[config.mk]
export PLATFORM = sky130hd
export DESIGN_NAME = dot_acc
export DESIGN_NICKNAME = d
export VERILOG_FILES = /design/src/rtl/dot_acc_pkg.sv /design/src/rtl/dot_acc_mult.sv /design/src/rtl/dot_acc.sv
export SDC_FILE = /design/constraint.sdc
export NUM_CORES = 1
export LEC_CHECK = 0
export ABC_AREA = 1
export BUFFER_PORTS_ARGS = -buffer_cell sky130_fd_sc_hd__clkbuf_2
export CAP_MARGIN = 15
export CORE_AREA = 4 4 130 132
export DETAILED_ROUTE_END_ITERATION = 6
export DIE_AREA = 0 0 134 136
export PLACE_DENSITY_LB_ADDON = 0.3
export SYNTH_ARGS = -nofsm -noshare
export SYNTH_HDL_FRONTEND = slang
export SYNTH_SLANG_ARGS = --single-unit
[constraint.sdc]
create_clock -name clk_i -period 2.1 [get_ports clk_i]
set_input_delay 0.21 -clock clk_i [delete_from_list [all_inputs] [get_ports clk_i]]
set_output_delay 0.21 -clock clk_i [all_outputs]
set_load 0.03 [all_outputs]
[src/rtl/dot_acc_pkg.sv]
// Shared definitions for the dot_acc multiply-accumulate sequencer.
// Contents:
//   MULT_CYC : number of cycles the sequential multiplier stays busy after a start.
//   state_e  : sequencer states.
package dot_acc_pkg;

  localparam int unsigned MULT_CYC = 8;

  typedef enum logic [2:0] {
    StIdle,
    StFetch,
    StIssue,
    StWait,
    StDone
  } state_e;

endpackage

[src/rtl/dot_acc_mult.sv]
// Sequential 8x8 shift-add multiplier used by dot_acc.
// Ports:
//   clk_i   : clock
//   rst_i   : synchronous, active-high reset
//   start_i : one-cycle strobe that captures a_i/b_i and begins a multiply
//   a_i/b_i : 8-bit operands, sampled with start_i
//   busy_o  : high for MULT_CYC cycles after the start strobe
//   p_o     : 16-bit product, valid once busy_o falls
module dot_acc_mult
  import dot_acc_pkg::*;
(
  input  logic        clk_i,
  input  logic        rst_i,
  input  logic        start_i,
  input  logic [7:0]  a_i,
  input  logic [7:0]  b_i,
  output logic        busy_o,
  output logic [15:0] p_o
);

  localparam int unsigned CntW = $clog2(MULT_CYC);

  logic            busy_q, busy_d;
  logic [CntW-1:0] cnt_q, cnt_d;
  logic [15:0]     mcand_q, mcand_d;
  logic [7:0]      mplier_q, mplier_d;
  logic [15:0]     prod_q, prod_d;

  always_comb begin
    busy_d   = busy_q;
    cnt_d    = cnt_q;
    mcand_d  = mcand_q;
    mplier_d = mplier_q;
    prod_d   = prod_q;
    if (start_i) begin
      busy_d   = 1'b1;
      cnt_d    = '0;
      mcand_d  = {8'b0, a_i};
      mplier_d = b_i;
      prod_d   = '0;
    end else if (busy_q) begin
      // One multiplier bit per cycle, LSB first; the multiplicand shifts up to match.
      if (mplier_q[0]) begin
        prod_d = prod_q + mcand_q;
      end
      mcand_d  = mcand_q << 1;
      mplier_d = mplier_q >> 1;
      cnt_d    = cnt_q + CntW'(1);
      if (cnt_q == CntW'(MULT_CYC - 1)) begin
        busy_d = 1'b0;
      end
    end
  end

  always_ff @(posedge clk_i) begin
    if (rst_i) begin
      busy_q   <= 1'b0;
      cnt_q    <= '0;
      mcand_q  <= '0;
      mplier_q <= '0;
      prod_q   <= '0;
    end else begin
      busy_q   <= busy_d;
      cnt_q    <= cnt_d;
      mcand_q  <= mcand_d;
      mplier_q <= mplier_d;
      prod_q   <= prod_d;
    end
  end

  assign busy_o = busy_q;
  assign p_o    = prod_q;

endmodule

[src/rtl/dot_acc.sv]
// Dot-product sequencer in front of the sequential 8x8 multiplier.
// Takes a length command, then streams operand pairs over valid/ready, multiplies each pair
// and accumulates the products. The final sum is presented on y_bo with a one-cycle done pulse.
// Ports:
//   clk_i   : clock
//   rst_i   : synchronous, active-low reset
//   start_i : command strobe, only honoured when idle
//   len_bi  : number of operand pairs, captured with start_i
//   a_bi    : operand A
//   b_bi    : operand B
//   valid_i : operand pair valid
//   ready_o : a pair is accepted this cycle when valid_i is also high
//   busy_o  : high whenever a command is in progress (including the done cycle)
//   done_o  : one-cycle pulse, y_bo is final
//   y_bo    : dot-product result, held until the next command completes
//   ovf_o   : sticky accumulator carry-out for the current command
module dot_acc
  import dot_acc_pkg::*;
#(
  parameter int unsigned LEN_W = 4,
  parameter int unsigned ACC_W = 20
) (
  input  logic             clk_i,
  input  logic             rst_i,
  input  logic             start_i,
  input  logic [LEN_W-1:0] len_bi,
  input  logic [7:0]       a_bi,
  input  logic [7:0]       b_bi,
  input  logic             valid_i,
  output logic             ready_o,
  output logic             busy_o,
  output logic             done_o,
  output logic [ACC_W-1:0] y_bo,
  output logic             ovf_o
);

  state_e           state_q, state_d;
  logic [LEN_W-1:0] len_q, len_d;
  logic [LEN_W-1:0] cnt_q, cnt_d;
  logic [ACC_W-1:0] acc_q, acc_d;
  logic [ACC_W-1:0] y_q, y_d;
  logic             ovf_q, ovf_d;
  logic [7:0]       a_q, a_d;
  logic [7:0]       b_q, b_d;

  logic             mult_start;
  logic             mult_busy;
  logic [15:0]      mult_p;
  logic [ACC_W:0]   sum_ext;

  dot_acc_mult u_mult (
    .clk_i   (clk_i),
    .rst_i   (~rst_i),
    .start_i (mult_start),
    .a_i     (a_q),
    .b_i     (b_q),
    .busy_o  (mult_busy),
    .p_o     (mult_p)
  );

  // Extra top bit captures the carry-out that drives the sticky overflow flag.
  assign sum_ext = {1'b0, acc_q} + (ACC_W + 1)'(mult_p);

  always_comb begin
    state_d    = state_q;
    len_d      = len_q;
    cnt_d      = cnt_q;
    acc_d      = acc_q;
    y_d        = y_q;
    ovf_d      = ovf_q;
    a_d        = a_q;
    b_d        = b_q;
    ready_o    = 1'b0;
    done_o     = 1'b0;
    mult_start = 1'b0;
    busy_o     = (state_q != StIdle);

    case (state_q)
      StIdle: begin
        if (start_i) begin
          acc_d = '0;
          cnt_d = '0;
          ovf_d = 1'b0;
          if (len_bi != '0) begin
            len_d   = len_bi;
            state_d = StFetch;
          end else begin
            y_d     = '0;
            state_d = StDone;
          end
        end
      end
      StFetch: begin
        ready_o = 1'b1;
        if (valid_i) begin
          a_d     = a_bi;
          b_d     = b_bi;
          state_d = StIssue;
        end
      end
      StIssue: begin
        mult_start = 1'b1;
        state_d    = StWait;
      end
      StWait: begin
        // The multiplier raises busy the cycle after the start, so the first low cycle
        // here is the one where the product is complete.
        if (!mult_busy) begin
          acc_d = sum_ext[ACC_W-1:0];
          ovf_d = ovf_q | sum_ext[ACC_W];
          cnt_d = cnt_q + LEN_W'(1);
          if (cnt_d == len_q) begin
            y_d     = acc_d;
            state_d = StDone;
          end else begin
            state_d = StFetch;
          end
        end
      end
      StDone: begin
        done_o  = 1'b1;
        state_d = StIdle;
      end
      default: begin
        state_d = StIdle;
      end
    endcase
  end

  always_ff @(posedge clk_i) begin
    if (!rst_i) begin
      state_q <= StIdle;
      len_q   <= '0;
      cnt_q   <= '0;
      acc_q   <= '0;
      y_q     <= '0;
      ovf_q   <= 1'b0;
      a_q     <= '0;
      b_q     <= '0;
    end else begin
      state_q <= state_d;
      len_q   <= len_d;
      cnt_q   <= cnt_d;
      acc_q   <= acc_d;
      y_q     <= y_d;
      ovf_q   <= ovf_d;
      a_q     <= a_d;
      b_q     <= b_d;
    end
  end

  assign y_bo  = y_q;
  assign ovf_o = ovf_q;

endmodule

# After elaboration in Yosys (flattened, before gate mapping)

Cells that the tools add are included.

Add/sub/neg operators: 4
$mul: 0
Div/mod/pow operators: 0
$lt $le $gt $ge: 0
Eq/ne operators: 11
Shift-type cells: 0
Mux-type cells: 30
Bitwise gates (word level): 2
Reductions and logical operators: 12

Operators by type and width:

| kind                | count |
|---|---|
| $mux 20             | 6 |
| $pmux 20 s2         | 2 |
| $mux 8              | 4 |
| $add 20x16->21      | 1 |
| $add 16x16->16      | 1 |
| $mux 3              | 5 |
| $pmux 3 s4          | 1 |
| $ne 2x2->1 const B  | 5 |
| $reduce_and 3->1    | 3 |
| $mux 1              | 8 |
| $mux 4              | 2 |
| $pmux 4 s2          | 1 |
| $eq 3x2->1 const B  | 2 |
| $eq 3x3->1 const B  | 2 |
| $reduce_and 5->1    | 1 |
| $add 4x1->4 const B | 1 |
| $eq 4x4->1          | 1 |
| $reduce_and 2->1    | 2 |
| $reduce_bool 2->1   | 2 |
| $reduce_bool 4->1   | 1 |
| $add 3x1->3 const B | 1 |
| $eq 3x1->1 const B  | 1 |
| $logic_not 3->1     | 1 |
| $reduce_bool 3->1   | 1 |
| other kinds (4)     | 4 |

Flip-flop bits (word level): 112
Latch bits: 0
Bits in writable memories: 0
Bits in read-only memories: 0
Output and inout bits: 24
Word-level logic and storage cells: 73
Memories kept: 0

# Longest topological paths before layout

Gate-level depths: netlist of run 1.

Depth after elaboration: 5
Gate-level depth with buffers: 13
Depth with buffers taken out: 13

# By module

From an unflattened synthesis of run 1, not the netlist that was laid out.

Cells, all modules: 1012
Area, all modules: 6535.0 µm²

By module, submodules not included:

| module       | times used | cells an instance | area an instance (µm²) |
|---|---|---|---|
| dot_acc      | 1          | 591               | 3833.7 |
| dot_acc_mult | 1          | 421               | 2701.3 |

# Least setup slack after synthesis of run 1

OpenSTA, ideal clock, no wires.

Path kind: register to register
Start: reg acc_q[0]
End: reg y_q[8] (netlist: y_bo[8])
Arrival time: 1.695 ns
Data required time: 1.987 ns
Slack: 0.292 ns
Stages on the path, launching flop included: 12
Clock period less this slack: 1.808 ns
Cell sequence: dfxtp_1 ha_1 fa_1 nand2_1 nand3_1 nand3_1 nand2_1 or2_2 nand3_1 nand2_1 nand2_1 nor2_1

Word-level cells in the longest chain between the ends: 4

RTL lines:

| item                   | line           | source |
|---|---|---|
| from (decl)            | dot_acc.sv:40  | `logic [ACC_W-1:0] acc_q, acc_d;` |
| from (signal assigned) | dot_acc.sv:135 | `acc_q <= '0;` |
| from (signal assigned) | dot_acc.sv:144 | `acc_q <= acc_d;` |
| $add 20x16->21         | dot_acc.sv:62  | `assign sum_ext = {1'b0, acc_q} + (ACC_W + 1)'(mult_p);` |
| $mux 20                | dot_acc.sv:112 | `if (cnt_d == len_q) begin` |
| $mux 20                | dot_acc.sv:108 | `if (!mult_busy) begin` |
| $pmux 20 s2            | dot_acc.sv:78  | `case (state_q)` |
| to (signal assigned)   | dot_acc.sv:145 | `y_q <= y_d;` |
| to (decl)              | dot_acc.sv:41  | `logic [ACC_W-1:0] y_q, y_d;` |

Every way passes these cells. The select of a mux whose other input is x is not followed.
A chain may end at the register's enable or synchronous reset.

# Worst setup path in the final report of run 1

Start: reg u_mult.prod_q[9] (netlist: u_mult.p_o[9])
End: reg acc_q[10]

Word-level cells in the longest chain between the ends: 3

RTL lines:

| item                   | line               | source |
|---|---|---|
| from (decl)            | dot_acc_mult.sv:27 | `logic [15:0] prod_q, prod_d;` |
| from (signal assigned) | dot_acc_mult.sv:67 | `prod_q <= prod_d;` |
| $add 20x16->21         | dot_acc.sv:62      |  |
| $mux 20                | dot_acc.sv:108     |  |
| $pmux 20 s2            | dot_acc.sv:78      |  |

Every way passes these cells. The select of a mux whose other input is x is not followed.

==> flow_summary.json, run 1 <==
{
  "max_clock_freq_ghz": 0.507,
  "maxCapViolCount": 0,
  "path_clk_slew_ns": 0.07,
  "grt_overflow": 0,
  "syn2layout_area_growth_pct": 14.7,
  "grt_pass1_vias": 5351,
  "postRouteAntennaNets": 0,
  "min_from": "b_bi[2]",
  "antenna_cells": 0,
  "fin_crit_ns": 1.97,
  "arrival_ns": 2.26,
  "setup_viol": 0,
  "ir_drop_v": 0.000473,
  "endpoint_kind": "register",
  "p_comb_frac": 0.351,
  "worst_slew_margin_rel": 0.643,
  "drt-initial-drc-count": 302,
  "final_area_mm2": 0.00711,
  "grt_pass1_wl_um": 24600,
  "drt-wirelength-per-cell_um": 12.0,
  "rsz0062_at_grt": "false",
  "grt_antenna_before_repair": 0,
  "holdWs_ns": 0.104,
  "post-cts-setup-buffers": 0,
  "syn_avg_cell_area_um2": 6.60,
  "pwr-share-seq": 0.373,
  "die_x_um": 134,
  "n_fill_cell": 1665,
  "critPathMaxFanout": 5,
  "clk_latency_ns": 0.35,
  "period_share": 0.940,
  "vias": 5897,
  "p_per_area_mw_per_mm2": 1020,
  "hpwlAfterDp_um": 10900,
  "synth_area_leaders": "dfxtp_1 (36%), nand2_1 (17%), a21oi_1 (8.2%), ha_1 (6.9%), nor2_1 (6.1%)",
  "dieArea_mm2": 0.0182,
  "switching_power_w": 0.00273,
  "power_frac_clock": 0.276,
  "yosysUniqueCellTypes": 33,
  "design.core.area_mm2": 0.0157,
  "drv_slew": 0,
  "yosysTopAreaCell": "dfxtp_1",
  "min_path_type": "in2reg",
  "r2r_cells": 10,
  "io_pins": 48,
  "tightest_slew_ns": 0.534,
  "die_h_um": 136,
  "drc": 0,
  "hold_depth": 3,
  "drive_gt1_frac": 0.101,
  "status": "finished clean",
  "holdPathEnd": "b_q[2]",
  "path_class": "reg2reg",
  "critPathLaunchType": "register",
  "syn_area_mm2": 0.00620,
  "r2r_start": "u_mult.p_o[9]",
  "ys_seq_area_frac": 0.362,
  "ctsHtreeMaxLevel": 3,
  "rows": 46,
  "finalSetupTns_ns": 0,
  "drt_wl_total_um": 14500,
  "start_util": 0.395,
  "grt_start_max_net_pins": 42,
  "viasPerCell": 4.89,
  "synth_top_area_share": 0.362,
  "place_congestion": 0.907,
  "r2r_end": "acc_q[10]",
  "clock_path_buffers": 2,
  "yosys_warnings": 0,
  "cts-root-buf": "clkbuf_16",
  "worstPathRequired_ns": 2.38,
  "internal_power_w": 0.00453,
  "report.final.hold_viol_count": 0,
  "track_usage": 0.162,
  "synthCells": 940,
  "portBuffers": 47,
  "nNetsFinal": 1047,
  "clock-sinks": 112,
  "r2r_slack_ns": 0.13,
  "drt_pass1_iterations": 5,
  "p_sw_frac": 0.376,
  "place_area_mm2": 0.00676,
  "p_leak_nw": 3.28,
  "cts_inserted_buffers": 9,
  "ys_ff_latch": 112,
  "cts_tree": "built",
  "synth_fp_nets": 1000,
  "finClkSkew_ns": 0.00859
}
cell type report:
class                   instances  area, um2  share of cell area
inverters                      89        337              0.0473
clock buffers                  11        253              0.0355
repair buffers                 68        418              0.0588
multi-input cells             707       3490               0.491
flip-flops and latches        112       2240               0.315
well taps                     216        270              0.0380
clock inverters                 4       98.8              0.0139
routing by layer:
layer  GRT usage  vias to the layer above  share of wire
met1       0.208                     2627           0.48
met4      0.0509                        0          0.019
li1            -                     3159              -
met5           0                        -              0
met2       0.276                       93           0.46
met3      0.0307                       18          0.035
state kept, by name (all words and copies together), names as in the netlist, 4 cells and up:
name,flops
acc_q,20
b_q,8
cnt_q,4
len_q,4
u_mult.mplier_q,8
a_q,8
u_mult.p_o,16
u_mult.mcand_q,16
y_bo,20
critical path, cell delays in order (launching register included):
cell     delay [ns]
dfxtp_1        0.40
ha_1           0.31
nand2_1        0.13
inv_1          0.08
a21oi_1        0.22
nand3_1        0.20
nand2_1        0.10
nand2_1        0.05
nor2_1         0.22
nand2_1        0.09
a21oi_1        0.12
how the worst max path moves through the flow:
| stage | from | endpoint | slack (ns) | cells past startpoint |
|---|---|---|---|---|
| after floorplan | acc_q[0] | y_bo[8] | 0.29 | 11 |
| after global placement | u_mult.p_o[0] | y_bo[8] | 0.12 | 11 |
| after detailed placement | u_mult.p_o[0] | y_bo[8] | 0.12 | 11 |
| after CTS | u_mult.p_o[0] | y_bo[8] | 0.1 | 11 |
| after global routing | u_mult.p_o[0] | y_bo[8] | 0.01 | 11 |
| final | u_mult.p_o[9] | acc_q[10] | 0.13 | 10 |
kinds of logic after synthesis:
logic type      after synthesis  synth area share
fa+ha+maj                    36            0.0750
compound gates              175             0.150
simple gates                485             0.322
buf+inv                     121            0.0754
flops                       112             0.362
xor+xnor                     11            0.0155
per-stage QoR:
stage / total power, W / util / setup WS, ns / instances
final: 0.00726 / 0.453 / 0.127 / 1207
after global routing: 0.00776 / 0.453 / 0.0140 / 1207
after CTS: 0.00734 / 0.452 / 0.0968 / 1207
after detailed placement: 0.00532 / 0.430 / 0.118 / 1192
after global placement: 0.00531 / 0.430 / 0.124 / 1192
after floorplan: 0.00462 / - / 0.292 / 940
layout by cell type, fill, tap and decap left out, drive strengths merged:
master	instances
buf	21
o21ai	49
nand4	6
and3	1
a21o	2
fa	2
bufinv	3
nor3	4
a31oi	16
o211ai	1
clkbuf	58
clkinv	3
nand3	76
nand3b	6
o21bai	2
and2	2
inv	87
nor2	101
xor2	8
ha	34
xnor2	3
o21a	2
a21oi	102
o31ai	1
nand2	284
or2	5
dfxtp	112
power by group through the flow:
stage	combinational, W	sequential, W	clock (W)
finish	0.00255	0.00271	0.00201
CTS	0.00258	0.00271	0.00206
global placement	0.00256	0.00275	0
floorplan	0.00158	0.00304	0
global route	0.00288	0.00275	0.00213
detailed placement	0.00257	0.00275	0
cells in the mapped netlist, drive strengths merged:
cell / n
nor3: 4
fa: 2
nand2: 284
dfxtp: 112
and2: 2
o211ai: 1
o21bai: 2
nand4: 6
xor2: 8
clkbuf: 22
inv: 86
o21ai: 49
xnor2: 3
a21oi: 102
ha: 34
clkinv: 3
buf: 10
o21a: 2
a21o: 2
o31ai: 1
nor2: 101
a31oi: 16
nand3b: 6
and3: 1
nand3: 76
or2: 5
repair_timing:
action / CTS / global route
hold buffers: 0 / 0
gates resized for setup: 0 / 4
setup endpoints to repair: 0 / 8
No activity file was read; power rests on OpenSTA's default activity.
==> run 2: changes to the inputs <==
--- a/config.mk
+++ b/config.mk
@@ -5,12 +5,11 @@
 export SDC_FILE = /design/constraint.sdc
 export NUM_CORES = 1
 export LEC_CHECK = 0
-export ABC_AREA = 1
 export BUFFER_PORTS_ARGS = -buffer_cell sky130_fd_sc_hd__clkbuf_2
 export CAP_MARGIN = 15
-export CORE_AREA = 4 4 130 132
+export CORE_AREA = 4 4 127 129
 export DETAILED_ROUTE_END_ITERATION = 6
-export DIE_AREA = 0 0 134 136
+export DIE_AREA = 0 0 131 133
 export PLACE_DENSITY_LB_ADDON = 0.3
 export SYNTH_ARGS = -nofsm -noshare
 export SYNTH_HDL_FRONTEND = slang
==> run 2 against run 1 <==
- the flow now finishes with violations (setup timing)
- via count decreased by 6.6%
- wire length increased by 4.1%
- synthesized cell count is 22% lower
- non-clock buffer count grew 60
- clock power decreased by 14%
- sequential cell count is the same
- clock skew is 0.0038 ns lower
- count of clock-buffer cells in the layout down 2
- sequential power is 17% lower
- total power is 36% lower
- critical endpoint is now u_mult.p_o[12]
==> flow_summary.json, run 2 <==
{
  "p_leak_nw": 2.99,
  "die_x_um": 131,
  "n_fill_cell": 1397,
  "vias": 5509,
  "regArea_mm2": 0.00226,
  "holdPathEnd": "b_q[5]",
  "antenna_cells": 0,
  "ctsHtreeMaxLevel": 3,
  "tightest_slew_ns": 0.616,
  "r2r_end": "u_mult.p_o[12]",
  "path_clk_slew_ns": 0.08,
  "setup_viol": 3,
  "yosysUniqueCellTypes": 55,
  "setup_ws_ns": -0.135,
  "ir_drop_v": 0.000514,
  "r2r_start": "u_mult.p_o[0]",
  "period_share": 1.06,
  "synth-async-reset-ratio": 0,
  "hpwlAfterDp_um": 10900,
  "drv_slew": 0,
  "multi_input_area_mm2": 0.00385,
  "clk_latency_ns": 0.36,
  "min_path_type": "in2reg",
  "yosys_most_used_dff": "dfxtp_1",
  "cts_tree": "built",
  "synth_edf_count": 0,
  "rows": 45,
  "syn2layout_area_growth_pct": 26.5,
  "min_from": "b_bi[5]",
  "layout.cells.most_common": "nand2_1",
  "path_delay_family": "compound AO/OA/AOI/OAI gates",
  "nNetsFinal": 890,
  "path_class": "reg2reg",
  "p_per_area_mw_per_mm2": 614,
  "portBuffers": 47,
  "syn_avg_cell_area_um2": 8.16,
  "grt_antenna_before_repair": 0,
  "critPathLaunchType": "register",
  "drt-initial-drc-count": 368,
  "clock-sinks": 112,
  "r2r_cells": 8,
  "arrival_ns": 2.50,
  "rsz0062_at_grt": "true",
  "synth_top_area_share": 0.377,
  "most-common-layout-cells": "nand2_1 (123), dfxtp_1 (101), buf_4 (79)",
  "maxCapViolCount": 0,
  "yosysTopAreaCell": "dfxtp_1",
  "drt_wl_total_um": 15100,
  "violations": "setup timing",
  "die_h_um": 133,
  "grt_pass1_wl_um": 24900,
  "cp_cell_sequence": "ha_4 > fa_2 > a211oi_2 > o21bai_1 > a221o_1 > a221oi_2 > mux2i_1 > nand2_1",
  "total_power_w": 0.00462,
  "yosys_warnings": 0,
  "status": "finished with violations",
  "clock_path_buffers": 2,
  "syn_area_mm2": 0.00595,
  "worst_slew_margin_rel": 0.589,
  "endpoint_kind": "register",
  "ys_ff_latch": 112,
  "hold_depth": 3,
  "path_buf_inv": 0,
  "report.final.hold_viol_count": 0,
  "cts-root-buf": "clkbuf_16",
  "grt_overflow": 0,
  "place_congestion": 0.913,
  "ys_seq_area_frac": 0.377,
  "finClkSkew_ns": 0.00482,
  "max_clock_freq_ghz": 0.447,
  "dp.cells": 999,
  "cts_inserted_buffers": 9,
  "drt-wirelength-per-cell_um": 14.8,
  "viasPerCell": 5.39,
  "postRouteAntennaNets": 0,
  "design.core.area_mm2": 0.0150,
  "r2r_slack_ns": -0.14,
  "fin_crit_ns": 2.24,
  "fin_cells": 1023,
  "start_util": 0.396,
  "finalSetupTns_ns": -0.307,
  "yosysMostFrequentCell": "nand2_1",
  "critPathSlowestCell": "fa_2",
  "dieArea_mm2": 0.0174,
  "grt_start_max_net_pins": 57,
  "grt_pass1_vias": 5116,
  "slowest_delay_ns": 0.37,
  "synthCells": 729,
  "worstPathRequired_ns": 2.36,
  "synth_area_leaders": "dfxtp_1 (38%), nand2_1 (7.8%), ha_1 (7.2%), a21oi_1 (6.3%), mux2i_1 (4.9%)",
  "drt_pass1_iterations": 5,
  "track_usage": 0.176,
  "critPathMaxFanout": 2,
  "synth_common_cells": "nand2_1 (123), dfxtp_1 (112), a21oi_1 (75), nor2_1 (56), nand3_1 (48)",
  "drive_gt1_frac": 0.251,
  "finish.utilization": 0.500,
  "io_pins": 48,
  "drc": 0,
  "synth_fp_nets": 789
}
[run 2: per-layer routing]
layer	share of wire	GRT usage	wire (um)	vias to the layer above
li1	-	-	-	2827
met1	0.48	0.250	7270	2552
met2	0.46	0.266	6940	106
met3	0.037	0.0315	559	24
met4	0.022	0.0611	327	0
met5	0	0	0	-
[run 2: cell families after synthesis]
group / Yosys count / share of synthesized area
simple gates: 285 / 0.219
compound gates: 193 / 0.202
flops: 112 / 0.377
buf+inv: 46 / 0.0305
fa+ha+maj: 36 / 0.0783
mux: 30 / 0.0507
xor+xnor: 27 / 0.0423
[run 2: worst max-delay path by stage]
stage | start | end | slack (ns) | cells past startpoint
after floorplan | u_mult.p_o[0] | u_mult.p_o[12] | -0.07 | 8
after global placement | u_mult.p_o[0] | u_mult.p_o[12] | -0.14 | 8
after detailed placement | u_mult.p_o[0] | u_mult.p_o[12] | -0.17 | 8
after CTS | u_mult.p_o[0] | u_mult.p_o[12] | -0.14 | 8
after global routing | u_mult.mcand_q[0] | u_mult.p_o[12] | -0.31 | 8
final | u_mult.p_o[0] | u_mult.p_o[12] | -0.14 | 8
[run 2: report_power, final]
group          leakage, nW  switching, W  internal (W)  total (W)
logic                 1.93      0.000407      0.000237   0.000645
clock network        0.143      0.000889      0.000842    0.00173
registers            0.911     0.0000494       0.00219    0.00224
total                 2.99       0.00135       0.00327    0.00462
[run 2: repair_timing]
| action | in CTS | in global routing |
|---|---|---|
| setup buffers | 3 | 6 |
| hold buffers | 0 | 0 |
| endpoints found under the setup margin | 22 | 35 |
| pin swaps | 22 | 23 |
| gates resized for setup | 25 | 51 |
[run 2: worst reg2reg max path: stages (launching register included)]
cell and delay (ns):
dfxtp_2 0.34, ha_4 0.16, fa_2 0.37, a211oi_2 0.23
o21bai_1 0.12, a221o_1 0.35, a221oi_2 0.27, mux2i_1 0.23
nand2_1 0.06
[run 2: area by class of cell]
type	instances	share of cell area
Timing Repair Buffer	128	0.113
Multi-Input combinational cell	571	0.512
Clock inverter	7	0.00998
Tap cell	188	0.0313
Clock buffer	9	0.0299
Sequential cell	112	0.300
Inverter	8	0.00399
[run 2: metrics by stage]
stage	hold slack (ns)	worst slack (ns)	instance area, um2
2_1_floorplan	0.346	-0.0727	5960
3_3_place_gp	0.432	-0.142	6830
3_5_place_dp	0.438	-0.168	6830
4_1_cts	0.0414	-0.142	7270
5_1_grt	0.0482	-0.306	7520
6_report	0.0541	-0.135	7520
==> run 3: changes to the inputs <==
--- a/config.mk
+++ b/config.mk
@@ -10,7 +10,7 @@
 export CORE_AREA = 4 4 127 129
 export DETAILED_ROUTE_END_ITERATION = 6
 export DIE_AREA = 0 0 131 133
-export PLACE_DENSITY_LB_ADDON = 0.3
+export PLACE_DENSITY = 0.56
 export SYNTH_ARGS = -nofsm -noshare
 export SYNTH_HDL_FRONTEND = slang
 export SYNTH_SLANG_ARGS = --single-unit
==> run 3 against run 2 <==
- the run still ends with setup timing left
- maximum frequency rose by 1.2%
- non-clock buffer count rose by 14
- via count rose by 0.25%
==> flow_summary.json, run 3 (synthesized netlist as in run 2, its figures left out) <==
{
  "clock-sinks": 112,
  "clock_path_buffers": 2,
  "rsz0062_at_grt": "true",
  "path_class": "reg2reg",
  "ctsHtreeMaxLevel": 3,
  "grt_pass1_vias": 5360,
  "multi_input_area_mm2": 0.00388,
  "finClkSkew_ns": 0.0108,
  "final_area_mm2": 0.00768,
  "drt-wirelength-per-cell_um": 15.4,
  "grt_use_met2": 0.302,
  "fin_crit_ns": 2.21,
  "critPathLaunchType": "register",
  "tightest_slew_ns": 0.530,
  "worstPathRequired_ns": 2.35,
  "place_congestion": 0.910,
  "busiest_layer": "met2",
  "cts-root-buf": "clkbuf_16",
  "total_power_w": 0.00478,
  "path_clk_slew_ns": 0.08,
  "drt_pass1_iterations": 4,
  "violations": "setup timing",
  "die_h_um": 133,
  "setup_ws_ns": -0.108,
  "dieArea_mm2": 0.0174,
  "portBuffers": 47,
  "grtUsageMet3": 0.0335,
  "period_share": 1.05,
  "p_per_area_mw_per_mm2": 623,
  "worst_slew_margin_rel": 0.647,
  "maxCapViolCount": 0,
  "drt-initial-drc-count": 215,
  "use_met1": 0.251,
  "rows": 45,
  "grt_start_max_net_pins": 48,
  "hpwlAfterDp_um": 11800,
  "endpoint_kind": "register",
  "report.final.hold_viol_count": 0,
  "cts_hold_buf": 0,
  "vias": 5523,
  "track_usage": 0.186,
  "ir_drop_v": 0.000566,
  "finish.utilization": 0.511,
  "start_util": 0.396,
  "place_area_mm2": 0.00696,
  "design.core.area_mm2": 0.0150,
  "n_fill_cell": 1470,
  "drv_slew": 0,
  "clk_latency_ns": 0.36,
  "nNetsFinal": 904,
  "drc": 0,
  "min_path_type": "in2reg",
  "arrival_ns": 2.46,
  "die_x_um": 131,
  "layout.cells.most_common": "nand2_1",
  "grt_pass1_wl_um": 26200,
  "io_pins": 48,
  "max_clock_freq_ghz": 0.453,
  "antenna_cells": 0,
  "p_leak_nw": 3.12,
  "holdWs_ns": 0.0591,
  "grt_antenna_before_repair": 0,
  "regArea_mm2": 0.00225,
  "drt_wl_total_um": 16000,
  "most-common-layout-cells": "nand2_1 (120), dfxtp_1 (104), buf_4 (94)",
  "status": "finished with violations",
  "cts_tree": "built",
  "cts_inserted_buffers": 9,
  "viasPerCell": 5.33,
  "critPathMaxFanout": 2,
  "syn2layout_area_growth_pct": 29.1,
  "grt_overflow": 0,
  "postRouteAntennaNets": 0,
  "setup_viol": 12,
  "drive_gt1_frac": 0.267
}
## run 3: repair_timing
action                                  CTS  global route
endpoints found under the setup margin   30            44
resized for setup                        31            47
buffers inserted                          2             3
cloned                                    0             0
pin swaps                                19            21
## run 3: final timing paths
path                                         from        endpoint  slack, ns  cells past startpoint
worst max register to register  u_mult.mcand_q[0]  u_mult.p_o[12]      -0.11                      8
worst min register to register            y_bo[0]         y_bo[0]       0.45                      2
worst min-delay path                      b_bi[4]          b_q[4]       0.06                      3
worst max-delay path            u_mult.mcand_q[0]  u_mult.p_o[12]      -0.11                      8
## run 3: layout make-up
class	count	share of cell area
inverters	8	0.00391
clock buffers	9	0.0293
flip-flops and latches	112	0.293
well taps	188	0.0306
clock inverters	7	0.0137
multi-input cells	571	0.505
repair buffers	142	0.124
## run 3: power by group
group	internal (W)	switching [W]	leakage, nW
Clock	0.000980	0.000893	0.161
Sequential	0.00219	0.0000525	0.909
Combinational	0.000249	0.000417	2.05
Total	0.00342	0.00136	3.12
## run 3: worst max-delay path: stages (launching register included)
cell      delay [ns]
dfxtp_2         0.35
ha_4            0.16
fa_2            0.36
a211oi_4        0.24
o21bai_2        0.10
a221o_1         0.34
a221oi_2        0.28
mux2i_1         0.21
nand2_1         0.06
## run 3: through the flow
step                      instances  worst slack [ns]  TNS (ns)
after floorplan                 729           -0.0727   -0.0727
after global placement         1016            -0.188     -1.14
after detailed placement       1016            -0.194     -1.93
after CTS                      1034            -0.171    -0.495
after global routing           1037            -0.258     -2.42
final                          1037            -0.108    -0.495
## run 3: per-layer routing
metal	vias up	share of wire	wire, um
li1	2846	-	-
met1	2595	0.47	7550
met2	68	0.47	7580
met3	14	0.039	623
met4	0	0.015	236
met5	-	0	0
